===== config.mk =====
export PLATFORM = sky130hd
export DESIGN_NAME = mmio_io_ctrl
export DESIGN_NICKNAME = d
export VERILOG_FILES = /design/src/rtl/mmio_io_pkg.sv /design/src/rtl/mmio_io_ctrl_io_debouncer.sv /design/src/rtl/mmio_io_ctrl.sv
export SDC_FILE = /design/constraint.sdc
export NUM_CORES = 1
export LEC_CHECK = 0
export ABC_AREA = 1
export CAP_MARGIN = 15
export CORE_UTILIZATION = 29
export DETAILED_ROUTE_END_ITERATION = 8
export SLEW_MARGIN = 20
export SYNTH_ARGS = -nofsm -noshare
export SYNTH_HDL_FRONTEND = slang
export SYNTH_SLANG_ARGS = --single-unit

===== constraint.sdc =====
create_clock -name clock -period 2.8 [get_ports clock]
set_input_delay 0.84 -clock clock [delete_from_list [all_inputs] [get_ports clock]]
set_output_delay 0.84 -clock clock [all_outputs]
set_load 0.02 [all_outputs]

===== src/rtl/mmio_io_pkg.sv =====
// ============================================================================
// Module      : mmio_io_pkg
// Description : Register offsets and sizes shared by the MMIO I/O controller.
// Revision    : 1.0 - initial release
// ============================================================================
`default_nettype none

package mmio_io_pkg;

  localparam logic [2:0] OFF_IN_DATA  = 3'd0;
  localparam logic [2:0] OFF_OUT_DATA = 3'd1;
  localparam logic [2:0] OFF_OUT_SET  = 3'd2;
  localparam logic [2:0] OFF_OUT_CLR  = 3'd3;
  localparam logic [2:0] OFF_IN_CHG   = 3'd4;
  localparam logic [2:0] OFF_IRQ_MASK = 3'd5;

  localparam int unsigned NUM_REGS = 6;

endpackage

`default_nettype wire


===== src/rtl/mmio_io_ctrl_io_debouncer.sv =====
// ============================================================================
// Module      : io_debouncer
// Description : Per-bit synchroniser plus tick-sampled two-sample debouncer.
// Revision    : 1.0 - initial release
// ============================================================================
`default_nettype none

module io_debouncer #(
  parameter int WIDTH           = 16,
  parameter int SYNC_STAGES     = 2,
  parameter int DEBOUNCE_CYCLES = 50000
) (
  input  logic             clock,
  input  logic             reset_n,
  input  logic [WIDTH-1:0] in_raw,
  output logic [WIDTH-1:0] deb,
  output logic [WIDTH-1:0] deb_changed
);

  localparam int CNT_W = (DEBOUNCE_CYCLES > 1) ? $clog2(DEBOUNCE_CYCLES) : 1;
  localparam logic [CNT_W-1:0] c_cnt_last = CNT_W'(DEBOUNCE_CYCLES - 1);

  logic [WIDTH-1:0] r_sync [SYNC_STAGES];
  logic [WIDTH-1:0] r_prev;
  logic [WIDTH-1:0] r_deb;
  logic [CNT_W-1:0] r_cnt;

  logic             w_tick;
  logic [WIDTH-1:0] w_sync;
  logic [WIDTH-1:0] w_agree;
  logic [WIDTH-1:0] w_deb_next;

  always_ff @(posedge clock or negedge reset_n) begin
    if (!reset_n) begin
      for (int i = 0; i < SYNC_STAGES; i++) r_sync[i] <= '0;
    end else begin
      r_sync[0] <= in_raw;
      for (int i = 1; i < SYNC_STAGES; i++) r_sync[i] <= r_sync[i-1];
    end
  end

  assign w_sync = r_sync[SYNC_STAGES-1];
  assign w_tick = (r_cnt == c_cnt_last);

  always_ff @(posedge clock or negedge reset_n) begin
    if (!reset_n) r_cnt <= '0;
    else if (w_tick) r_cnt <= '0;
    else r_cnt <= r_cnt + 1'b1;
  end

  // A bit only moves when two consecutive tick samples agree.
  assign w_agree    = ~(w_sync ^ r_prev);
  assign w_deb_next = w_tick ? ((w_sync & w_agree) | (r_deb & ~w_agree)) : r_deb;

  always_ff @(posedge clock or negedge reset_n) begin
    if (!reset_n) begin
      r_prev <= '0;
      r_deb  <= '0;
    end else begin
      if (w_tick) r_prev <= w_sync;
      r_deb <= w_deb_next;
    end
  end

  assign deb         = r_deb;
  assign deb_changed = w_deb_next ^ r_deb;

endmodule

`default_nettype wire


===== src/rtl/mmio_io_ctrl.sv =====
// ============================================================================
// Module      : mmio_io_ctrl
// Description : Relocatable MMIO window for debounced inputs, outputs and IRQ.
// Revision    : 1.0 - initial release
// ============================================================================
`default_nettype none

module mmio_io_ctrl
  import mmio_io_pkg::*;
#(
  parameter logic [31:0] BASE_ADDR       = 32'd4096,
  parameter int          IN_WIDTH        = 16,
  parameter int          OUT_WIDTH       = 16,
  parameter int          SYNC_STAGES     = 2,
  parameter int          DEBOUNCE_CYCLES = 50000
) (
  input  logic                 clock,
  input  logic                 reset_n,
  input  logic [31:0]          addr,
  input  logic [31:0]          wdata,
  input  logic                 wren,
  output logic [31:0]          rdata,
  output logic                 sel,
  input  logic [IN_WIDTH-1:0]  in_raw,
  output logic [OUT_WIDTH-1:0] out_q,
  output logic                 irq
);

  localparam logic [31:0] c_last_addr = BASE_ADDR + 32'(NUM_REGS - 1);

  logic [OUT_WIDTH-1:0] r_out;
  logic [IN_WIDTH-1:0]  r_chg;
  logic [IN_WIDTH-1:0]  r_mask;

  logic [IN_WIDTH-1:0]  w_deb;
  logic [IN_WIDTH-1:0]  w_deb_changed;
  logic [2:0]           w_off;
  logic                 w_wr;
  logic [OUT_WIDTH-1:0] w_wd_out;
  logic [IN_WIDTH-1:0]  w_wd_in;
  logic [IN_WIDTH-1:0]  w_chg_clr;
  logic [31:0]          w_rdata;

  io_debouncer #(
    .WIDTH           (IN_WIDTH),
    .SYNC_STAGES     (SYNC_STAGES),
    .DEBOUNCE_CYCLES (DEBOUNCE_CYCLES)
  ) u_debouncer (
    .clock       (clock),
    .reset_n     (reset_n),
    .in_raw      (in_raw),
    .deb         (w_deb),
    .deb_changed (w_deb_changed)
  );

  assign sel = (addr >= BASE_ADDR) && (addr <= c_last_addr);
  // Window spans fewer than 8 words, so the low 3 bits of the difference suffice.
  assign w_off    = addr[2:0] - BASE_ADDR[2:0];
  assign w_wr     = wren && sel;
  assign w_wd_out = wdata[OUT_WIDTH-1:0];
  assign w_wd_in  = wdata[IN_WIDTH-1:0];

  always_ff @(posedge clock or negedge reset_n) begin
    if (!reset_n) begin
      r_out <= '0;
    end else if (w_wr) begin
      case (w_off)
        OFF_OUT_DATA: r_out <= w_wd_out;
        OFF_OUT_SET:  r_out <= r_out | w_wd_out;
        OFF_OUT_CLR:  r_out <= r_out & ~w_wd_out;
        default:      r_out <= r_out;
      endcase
    end
  end

  always_ff @(posedge clock or negedge reset_n) begin
    if (!reset_n) r_mask <= '0;
    else if (w_wr && (w_off == OFF_IRQ_MASK)) r_mask <= w_wd_in;
  end

  assign w_chg_clr = (w_wr && (w_off == OFF_IN_CHG)) ? w_wd_in : '0;

  // New change events are OR-ed in after the clear so a coincident set survives.
  always_ff @(posedge clock or negedge reset_n) begin
    if (!reset_n) r_chg <= '0;
    else r_chg <= (r_chg & ~w_chg_clr) | w_deb_changed;
  end

  always_comb begin
    w_rdata = '0;
    if (sel) begin
      case (w_off)
        OFF_IN_DATA:  w_rdata = 32'(w_deb);
        OFF_OUT_DATA: w_rdata = 32'(r_out);
        OFF_IN_CHG:   w_rdata = 32'(r_chg);
        OFF_IRQ_MASK: w_rdata = 32'(r_mask);
        default:      w_rdata = '0;
      endcase
    end
  end

  assign rdata = w_rdata;
  assign out_q = r_out;
  assign irq   = |(r_chg & r_mask);

endmodule

`default_nettype wire


==> flow_summary_export.csv <==
group,metric,value,unit
sta,max_freq,347,MHz
synth,synth-xor-area-share,0.00943,
setup_path,crit_path_end_kind,"output port",
layout,final_cells,1252,
setup_path,critPathKind,"in -> out",
power,p_sw_frac,0.219,
clock_network,cts_buffer_depth,2,
floorplan,die_x,152,um
sta,rsz0062_at_grt,"true",
floorplan,dieArea,23000,um^2
grt,track_usage,0.165,
synth,yosys.area.top_type_share,0.492,
synth,synth_top_area_cell,"dfrtp_1",
floorplan,row_count,54,
synth,synth_ff_type,"dfrtp_1",
drt,vias,5910,
setup_path,rrSetupSlack,0.86,ns
drt,drc,0,
place,place_area,7940,um^2
clock_network,cts_buffers,17,
setup_path,reg2reg_depth,11,
power,combPwrFrac,0.072,
min_path,whs_path_depth,0,
power,leakage,4.24,nW
power,power_frac_seq,0.396,
synth,synth_fa_ha_area_frac,0.0158,
grt,grt_pass1_vias,5457,
sta,tns,-0.389,ns
synth,ys_warn_count,0,
grt,overflow,0,
place,portBuffers,100,
setup_path,path_max_fanout,8,
synth,muxShareOfSynthArea,0,
power,clockPowerShare,0.532,
min_path,hold_class,"reg -> reg",
drt,viasPerCell,4.72,
clock_network,cts_max_level,4,
synth,synth-compound-area-share,0.0770,
synth,synth_top_family_by_area,"simple AND/OR/NAND/NOR gates",
floorplan,initial_core_util,0.297,
sta,final-setup-viol-count,9,
layout,final_cell_mix,"nand2_1 (243), dfrtp_1 (128), inv_1 (75)",
sta,fin_ws,-0.0798,ns
sta,period_share,1.03,
clock_network,clkTransAtPathRegs,0.06,ns
floorplan,die-height,152,um
layout,area_growth,41.7,%
power,p_int,3.73,mW
place,dp_hpwl,12700,um
layout,final_common_cell,"nand2_1",
layout,n_fill_cell,2183,
clock_network,insertion_delay,0.42,ns
setup_path,arrival,2.04,ns
power,peakVddDrop,0.365,mV
floorplan,io_pins,133,
min_path,min_from,"u_debouncer.r_sync[26]",
floorplan,core_area,21900,um^2
drt,firstDrtPassIters,5,
sta,slew_violations,0,
synth,synth_seq_area_share,0.492,
setup_path,worstSetupStartpoint,"addr[17]",
drt,route.antenna.remaining_nets,0,
setup_path,timing.rr.start,"u_debouncer.r_cnt[0]",
setup_path,critPathRequiredTime,1.96,ns
synth,syn-cell-area,6500,um^2
sta,tightest_slew,0.640,ns
sta,slew_headroom,0.572,
synth,synthArstFlopShare,1.00,
place,gp_congestion,0.864,
synth,synth-simple-area-share,0.309,
clock_network,cts_tree,"done",
place,post-place-ws,-1.05,ns
synth,avgSynthCellArea,8.12,um^2
setup_path,reg2reg_to,"r_chg[15]",
run_status,outcome,"finished with violations",
synth,ys_types,40,
synth,synth_edf_count,0,
layout,antenna_cells,0,
grt,grt_max_degree,66,
clock_network,cts_sinks,128,
layout,fin_util,0.421,
drt,routedWlPerCell,14.8,um
synth,syn-instance-count,801,
place,dp_cells,1184,
drt,first_iter_violations,463,
grt,antenna_found_initial,0,
sta,fin_crit,2.88,ns
synth,ys_top_cells_by_area,"dfrtp_1 (49%), nand2_1 (14%), nand4_1 (5.4%)",
clock_network,postCtsHoldBufs,0,
sta,hold_violations,0,
sta,hold_slack,0.337,ns
synth,synth_seq_cells,128,
layout,fin_area,9210,um^2
sta,finClkSkew,0.00929,ns
job,maxCapViolations,0,
setup_path,crit_path_start_kind,"input port",
min_path,hold_end,"u_debouncer.w_sync[10]",
drt,drt_wl_total,18600,um
layout,drive_gt1_frac,0.251,
power,power,4.77,mW
clock_network,cts-root-buf,"clkbuf_16",
power,switching_power,1.04,mW
run_status,violations,"negative setup slack",
grt,grt_pass1_wl,28900,um
layout,fin_nets,1043,
power,powerDensity,518,nW/um^2
cell usage after synthesis (6+ instances only):
| master | n |
|---|---|
| buf_4 | 19 |
| maj3_1 | 9 |
| xor2_1 | 6 |
| nand4_1 | 56 |
| or2_2 | 16 |
| nor3_1 | 7 |
| o21ai_0 | 38 |
| buf_2 | 14 |
| a31oi_1 | 6 |
| nand2_1 | 251 |
| nand3_1 | 23 |
| dfrtp_1 | 128 |
| inv_2 | 7 |
| a211oi_1 | 6 |
| o22ai_1 | 6 |
| inv_1 | 82 |
| clkbuf_1 | 9 |
| nand3b_1 | 8 |
| nor2_1 | 60 |
flip-flops by register name, summed over array words and instances (netlist names):
| name | flops |
|---|---|
| u_debouncer.r_sync | 16 |
| r_mask | 16 |
| u_debouncer.deb | 16 |
| u_debouncer.r_prev | 16 |
| out_q | 16 |
| u_debouncer.w_sync | 16 |
| u_debouncer.r_cnt | 16 |
| r_chg | 16 |
timing repair:
item / 4_1_cts / 5_1_grt
endpoints found under the setup margin: 18 / 50
setup buffers: 33 / 7
gates resized for setup: 227 / 93
cloned: 1 / 3
pin swaps: 38 / 40
power groups by stage:
stage,clock network (mW),logic (mW),registers (mW)
detailed placement,0,0.287,1.92
global route,2.66,0.374,1.89
floorplan,0,0.106,1.92
global placement,0,0.288,1.92
CTS,2.59,0.315,1.89
finish,2.54,0.343,1.89
cells by family after synthesis:
logic type	Yosys count
adder cells (fa/ha/maj)	10
buffers and inverters	135
XOR/XNOR	7
flip-flops	128
AO/OA/AOI/OAI	83
AND/OR/NAND/NOR	437
other	1
metal layers:
| metal | global-route usage | wire (um) | up-vias |
|---|---|---|---|
| met1 | 0.227 | 8560 | 2806 |
| met2 | 0.254 | 8490 | 195 |
| met4 | 0.0515 | 271 | 0 |
| met5 | 0 | 0 | - |
| li1 | - | - | 2887 |
| met3 | 0.0419 | 1270 | 22 |
worst max-delay path: stages:
cell and delay [ns]:
buf_6 0.10, nor2_2 0.11, nand3_2 0.08, nor2_2 0.11
nand2_2 0.07, nor2_4 0.14, nand2_4 0.12, buf_12 0.17
a31oi_4 0.16, buf_6 0.14
worst max-delay path by stage:
| stage | endpoint | depth (start not counted) |
|---|---|---|
| after global routing | rdata[11] | 10 |
| after floorplan | rdata[11] | 8 |
| final | rdata[11] | 10 |
| after detailed placement | rdata[8] | 8 |
| after CTS | rdata[11] | 10 |
| after global placement | rdata[8] | 8 |
final cells by class:
cell class / instances / area [um^2] / area share
inverters: 89 / 347 / 0.0376
well taps: 280 / 350 / 0.0380
clock inverters: 13 / 231 / 0.0251
repair buffers: 168 / 1600 / 0.173
clock buffers: 19 / 443 / 0.0481
multi-input cells: 555 / 3040 / 0.330
flip-flops and latches: 128 / 3200 / 0.348
Note: power is estimated with default switching activity, not from simulation.
